File: src/rtl/round_timer_controller_pkg.sv
// Shared game package: FSM state encoding, default game constants and the
// round-length helper used by the round timer controller and its bench.
package round_timer_controller_pkg;

    typedef enum logic [2:0] {
        S_IDLE    = 3'd0,
        S_LOAD    = 3'd1,
        S_ARM     = 3'd2,
        S_RUN     = 3'd3,
        S_ADVANCE = 3'd4,
        S_OVER    = 3'd5
    } state_t;

    localparam int DEFAULT_INIT_TIME = 9;
    localparam int DEFAULT_MIN_TIME  = 3;
    localparam int DEFAULT_MAX_LEVEL = 9;
    localparam int DEFAULT_LIVES     = 3;

    // Round length for a level: max(init - level, min), evaluated at 5 bits
    // and clamped so a level above init never wraps to a huge value.
    function automatic logic [3:0] calc_start_time(
        input logic [3:0] lvl,
        input logic [4:0] init_time,
        input logic [4:0] min_time
    );
        logic [4:0] t;
        if ({1'b0, lvl} >= init_time) t = 5'd0;
        else                          t = init_time - {1'b0, lvl};
        if (t < min_time) t = min_time;
        return t[3:0];
    endfunction

endpackage

File: src/rtl/round_timer_controller_start_edge_detect.sv
// Rising-edge detector for the debounced start button. A button that is
// already held when reset releases must be let go before it can start a game.
module start_edge_detect (
    input  logic clk,
    input  logic rst,
    input  logic btn,
    output logic pulse
);

    logic prev;
    logic armed;

    // Track last button level and whether the button has been seen released.
    // NOTE: non-blocking assignments here so every flop samples pre-edge values.
    always_ff @(posedge clk or posedge rst) begin
        if (rst) begin
            prev  <= 1'b0;
            armed <= 1'b0;
        end else begin
            prev  <= btn;
            armed <= armed | ~btn;
        end
    end

    assign pulse = btn & ~prev & armed;

endmodule

File: src/rtl/round_timer_controller.sv
// Round timer controller: sequences game rounds, drives the LED bar timer
// (startTime/enable/timeout) and keeps level, lives and rounds-won counters.
module round_timer_controller
    import round_timer_controller_pkg::*;
#(
    parameter int INIT_TIME = DEFAULT_INIT_TIME,
    parameter int MIN_TIME  = DEFAULT_MIN_TIME,
    parameter int MAX_LEVEL = DEFAULT_MAX_LEVEL,
    parameter int LIVES     = DEFAULT_LIVES
) (
    input  logic       clk,
    input  logic       rst,
    input  logic       startBtn,
    input  logic       hit,
    input  logic       timeout,
    output logic [3:0] startTime,
    output logic       enable,
    output logic [3:0] level,
    output logic [2:0] lives,
    output logic [7:0] roundsWon,
    output logic       gameOver,
    output logic       roundDone
);

    state_t state;
    logic   start;

    start_edge_detect u_start_edge_detect (
        .clk   (clk),
        .rst   (rst),
        .btn   (startBtn),
        .pulse (start)
    );

    // Game FSM with all outputs registered alongside the state.
    always_ff @(posedge clk or posedge rst) begin
        if (rst) begin
            // NOTE: every output flop gets a reset value so the timer sees a clean reload.
            state     <= S_IDLE;
            enable    <= 1'b0;
            startTime <= 4'(INIT_TIME);
            level     <= 4'd0;
            lives     <= 3'(LIVES);
            roundsWon <= 8'd0;
            gameOver  <= 1'b0;
            roundDone <= 1'b0;
        end else begin
            roundDone <= 1'b0;
            case (state)
                S_IDLE, S_OVER: begin
                    if (start) begin
                        state     <= S_LOAD;
                        level     <= 4'd0;
                        lives     <= 3'(LIVES);
                        roundsWon <= 8'd0;
                        gameOver  <= 1'b0;
                    end
                end
                S_LOAD: begin
                    startTime <= calc_start_time(level, 5'(INIT_TIME), 5'(MIN_TIME));
                    state     <= S_ARM;
                end
                S_ARM: begin
                    enable <= 1'b1;
                    state  <= S_RUN;
                end
                S_RUN: begin
                    if (hit) begin
                        enable <= 1'b0;
                        if (lives <= 3'd1) begin
                            lives    <= 3'd0;
                            gameOver <= 1'b1;
                            state    <= S_OVER;
                        end else begin
                            lives <= lives - 3'd1;
                            state <= S_LOAD;
                        end
                    end else if (timeout) begin
                        enable    <= 1'b0;
                        roundDone <= 1'b1;
                        if (level < 4'(MAX_LEVEL)) level <= level + 4'd1;
                        if (roundsWon != 8'hFF)    roundsWon <= roundsWon + 8'd1;
                        state     <= S_ADVANCE;
                    end
                end
                S_ADVANCE: begin
                    state <= S_LOAD;
                end
                default: begin
                    enable <= 1'b0;
                    state  <= S_IDLE;
                end
            endcase
        end
    end

endmodule

File: config.mk
export PLATFORM = sky130hd
export DESIGN_NAME = round_timer_controller
export DESIGN_NICKNAME = d
export VERILOG_FILES = /design/src/rtl/round_timer_controller_pkg.sv /design/src/rtl/round_timer_controller_start_edge_detect.sv /design/src/rtl/round_timer_controller.sv
export SDC_FILE = /design/constraint.sdc
export NUM_CORES = 1
export LEC_CHECK = 0
export CAP_MARGIN = 20
export CORE_MARGIN = 2
export CORE_UTILIZATION = 55
export CTS_CLUSTER_DIAMETER = 40
export DETAILED_ROUTE_END_ITERATION = 6
export PLACE_DENSITY_LB_ADDON = 0.25
export RECOVER_POWER = 50
export SLEW_MARGIN = 25
export SYNTH_ARGS = -nofsm -noshare
export SYNTH_HDL_FRONTEND = slang
export SYNTH_SLANG_ARGS = --single-unit
File: constraint.sdc
create_clock -name clk -period 2.3 [get_ports clk]
set_input_delay 0.23 -clock clk [delete_from_list [all_inputs] [get_ports clk]]
set_output_delay 0.23 -clock clk [all_outputs]
set_load 0.1 [all_outputs]
# ---- Word-level counts from Yosys, hierarchy flattened
# Index checks and enable logic that the tools add are counted.
dict set report word_totals {
  register_bits 27
  input_bits 5
  word_cells 80
}
dict set report classes {
  add_sub_neg 4
  magnitude_cmp 4
  eq_ne 14
  n_mux 32
  n_bitwise 6
  reduce_logical 10
}
# operator count
set op_table {}
lappend op_table {{two-way mux 8 bit} 4}
lappend op_table {{two-way mux 3 bit} 7}
lappend op_table {{two-way mux 4 bit} 5}
lappend op_table {{one-hot mux 8 bit (2 select lines)} 1}
lappend op_table {{one-hot mux 3 bit (5 select lines)} 1}
lappend op_table {{inequality test 2 bit, second input constant} 7}
lappend op_table {{two-way mux 5 bit} 2}
lappend op_table {{AND reduction 5 bit} 2}
lappend op_table {{adder 8 x 1 -> 8 bit, second input constant} 1}
lappend op_table {{two-way mux 1 bit} 8}
lappend op_table {{inequality test 8 bit, second input constant} 1}
lappend op_table {{one-hot mux 4 bit (2 select lines)} 1}
lappend op_table {{== test 3 x 2 -> 1 bit, second input constant} 2}
lappend op_table {{== test 3 bit, second input constant} 2}
lappend op_table {{one-hot mux 3 bit (2 select lines)} 1}
lappend op_table {{less-than comparator 5 x 2 -> 1 bit, second input constant} 1}
lappend op_table {{subtractor 4 x 4 -> 5 bit, first input constant} 1}
lappend op_table {{adder 4 x 1 -> 4 bit, second input constant} 1}
lappend op_table {{>= comparator 4 bit, second input constant} 1}
lappend op_table {{less-than comparator 4 bit, second input constant} 1}
lappend op_table {{AND reduction 2 bit} 2}
lappend op_table {{AND reduction 4 bit} 1}
lappend op_table {{OR reduction 4 bit} 1}
lappend op_table {{== test 3 x 1 -> 1 bit, second input constant} 1}
lappend op_table {{12 further kinds} 15}

# ---- Longest topological paths before layout
dict set report depth {
  word_depth 5
  ltp_mapped 7
  depth_no_buf 7
}

# ---- Cells and area by module
# A second synthesis with hierarchy kept.
dict set report unflattened {
  hier_cells 143
  area_unflattened_um2 1595.3
}
# module instances cells_each area_each_um2
set modules_own_cells {}
lappend modules_own_cells {round_timer_controller 1 138 1526.5}
lappend modules_own_cells {start_edge_detect 1 5 68.8}

# ---- Least setup slack after synthesis
# OpenSTA, ideal clock, no wires.
dict set report synth_path {
  path_type {reg-to-reg}
  startpoint {reg level[1]}
  endpoint {reg level[0]}
  setup_time_ns 0.169
  t_arrival_ns 2.065
  setup_slack_ns 0.066
  stages_incl_launch_ff 8
  path_buffers 0
  path_cell_list {dfrtp_1 -> inv_1 -> ha_1 -> ha_1 -> mux2i_1 -> nand3_1 -> nand3_1 -> o21ai_0}
}
dict set report synth_via {
  elab_chain_cells 3
}
# element line
set synth_lines {}
lappend synth_lines {{from (decl)} round_timer_controller.sv:18} ;# output logic [3:0] level,
lappend synth_lines {{from (signal assigned)} round_timer_controller.sv:81} ;# if (level < 4'(MAX_LEVEL)) level <= level + 4'd1;
lappend synth_lines {{less-than comparator 4 bit} round_timer_controller.sv:81}
lappend synth_lines {{inequality test 2 bit (no source line)} --}
lappend synth_lines {{AND reduction 5 bit (no source line)} --}
# No other way between the ends.
# A chain may end at the register's enable or synchronous reset.

# ---- Final worst setup path
dict set report layout_path {
  startpoint {reg gameOver}
  endpoint {out gameOver}
}
# element line
set layout_lines {}
lappend layout_lines {{from (decl)} round_timer_controller.sv:21} ;# output logic gameOver,
lappend layout_lines {{from (signal assigned)} round_timer_controller.sv:45} ;# gameOver <= 1'b0;
lappend layout_lines {{from (signal assigned)} round_timer_controller.sv:56} ;# gameOver <= 1'b0;
lappend layout_lines {{from (signal assigned)} round_timer_controller.sv:72} ;# gameOver <= 1'b1;
# No word-level cell between the ends.

==> results.yml <==
run_status:
  outcome: "finished, final reports clean"
layout:
  stdcell_count: 213
  drive_gt1_share_pct: 17.5
  syn_to_final_growth_pct: 15.1
  regArea_um2: 681
  fin_nets: 196
  fillerInstances: 218
  n_antenna_cell: 0
  multi_input_area_um2: 738
logic_synthesis:
  async_flop_share_pct: 100
  ys_seq_area_share_pct: 45.6
  syn_inst: 157
  ys_types: 43
  synth_edf_count: 0
  yosysTopAreaCell: "dfrtp_1"
  synth_area_um2: 1490
  synth_fp_nets: 169
  synth.most_common_cell: "dfrtp_1"
  ys_ff_latch: 27
  ys_warn_count: 0
  synth_top_area_share_pct: 38.6
  syn_area_per_cell_um2: 9.51
  ys.flop_type: "dfrtp_1"
  synth_common_cells: "23 x dfrtp_1, 16 x nand2_1, 14 x nor2_1"
  netlist_top_cells_area: "dfrtp_1 39%, dfstp_2 7.0%, ha_1 5.9%"
global_route:
  grt_max_degree: 28
  overflow: 0
  grt_pass1_vias: 1120
  grt_pass1_wl_um: 5180
  track_usage_pct: 20.9
  antenna_found_initial: 0
critical_path:
  slowest_delay_ns: 0.86
  path_max_fanout: 2
  cp_slowest_cell: "clkbuf_1"
  startpoint_type: "flop"
  required_ns: 2.07
  crit_type: "reg2out"
  cp_num_buf_inv: 1
  arrival_ns: 1.56
  crit_chain: "clkbuf_1"
  endpoint_kind: "output port"
  critPathTopFamily: "buffers and inverters"
cts:
  post_cts_buffers: 0
  cts-root-buf: "clkbuf_4"
  cts.htree.levels: 1
  cts_resized: 0
  clk_pin_slew_worst_paths_ns: 0.14
  clock_path_buffers: 2
  cts_tree: "yes"
  worstSkewPairLatency_ns: 0.33
  numCtsBuffers: 3
  cts_hold_buf: 0
  cts.sinks: 27
route:
  drc: 0
  routed_wl_um: 3110
  routed_via_density: 5.89
  drtAntennaViolNets: 0
  routedWlPerCell_um: 14.6
  vias: 1255
  first_pass_iters: 4
  drtIter0Drc: 26
place:
  dp_hpwl_um: 2290
  port_buffers: 26
  routabilityCongestion: 0.836
  dp.cells: 209
min_path:
  hold_class: "reg2reg"
floorplan:
  rows: 18
  initial_core_util_pct: 59.2
  die_x_um: 56.1
  dieArea_um2: 3150
  pin_count: 27
  die_y_um: 56.1
  core_um2: 2520
sta:
  fin_crit_sh_pct: 77.6
  finalHoldViolations: 0
  maxSlewHeadroom_pct: 3.74
  min_period_ns: 1.79
  setup_viol: 0
  worstMarginPinSlew_ns: 1.44
  fin_tns_setup_ns: 0
  hold_ws_ns: 0.492
  max_freq_ghz: 0.560
  skew_ns: 0.0112
  drv_slew: 0
  rsz0062_at_grt: "false"
job:
  maxCapViolCount: 0
[path summary, 6_finish.rpt]
kind	slack (ns)	depth (start not counted)	endpoint	start
worst max-delay path	0.51	1	gameOver	gameOver
worst min-delay path	0.49	2	startTime[1]	startTime[1]
worst max register to register	0.60	5	roundsWon[4]	roundsWon[0]
worst min register to register	0.49	2	startTime[1]	startTime[1]
max in group asynchronous	0.64	3	startTime[2]	rst
min in group asynchronous	0.81	3	roundsWon[2]	rst
[metal layers]
| metal | track usage (%) | up-vias | wire (um) |
|---|---|---|---|
| li1 | - | 618 | - |
| met1 | 28.5 | 595 | 1460 |
| met2 | 34.6 | 40 | 1490 |
| met3 | 3.02 | 2 | 142 |
| met4 | 6.12 | 0 | 15 |
| met5 | 0 | - | 0 |
[sequential cells by signal, summed over array words and instances, names as in the netlist]
name / cells
lives: 3
gameOver: 1
level: 4
roundsWon: 8
roundDone: 1
u_start_edge_detect.armed: 1
u_start_edge_detect.prev: 1
state: 3
startTime: 4
enable: 1
[cell type report]
| type | count | area share (%) |
|---|---|---|
| tap | 30 | 2.18 |
| timing repair buffer | 28 | 11.5 |
| inverter | 10 | 2.18 |
| multi-input combinational | 114 | 43.0 |
| sequential | 27 | 39.6 |
| clock buffer | 4 | 1.53 |
[placed cells by master (no fill, tap or decap), types with 3 or more instances in the layout]
cell,count
a31oi_1,5
o21ai_0,7
nand4_1,5
dfstp_2,4
clkbuf_1,7
clkbuf_4,3
a21oi_1,4
buf_4,18
dfrtp_1,23
nand3_1,9
nor2_1,14
nand2_1,17
inv_1,10
ha_1,7
o211ai_1,4
a22o_1,3
mux2i_1,3
[through the flow]
stage | instance area, um2 | setup slack (ns) | util, %
floorplan | 1490 | 0.0661 | -
global placement | 1720 | 0.484 | 68.1
detailed placement | 1720 | 0.443 | 68.1
CTS | 1740 | 0.599 | 69.1
global route | 1720 | 0.314 | 68.1
finish | 1720 | 0.515 | 68.1
[tightest hold or removal path: cells and delay by family, from the launching register on]
| family | cells | cell delay [ns] |
|---|---|---|
| AOI/OAI and AO/OA | 1 | 0.06 |
| DFF | 1 | 0.37 |
| and+or+nand+nor | 1 | 0.04 |
[cell families after synthesis]
logic type	count (synthesis)	synth area share (%)
compound gates	37	17.7
xor+xnor	4	2.35
fa+ha+maj	7	5.87
buf+inv	16	4.69
flops	27	45.6
mux	3	2.01
simple gates	63	21.8
Power is not shown: default switching activity piles up to over one toggle a cycle in this logic, so the estimate is an artifact.
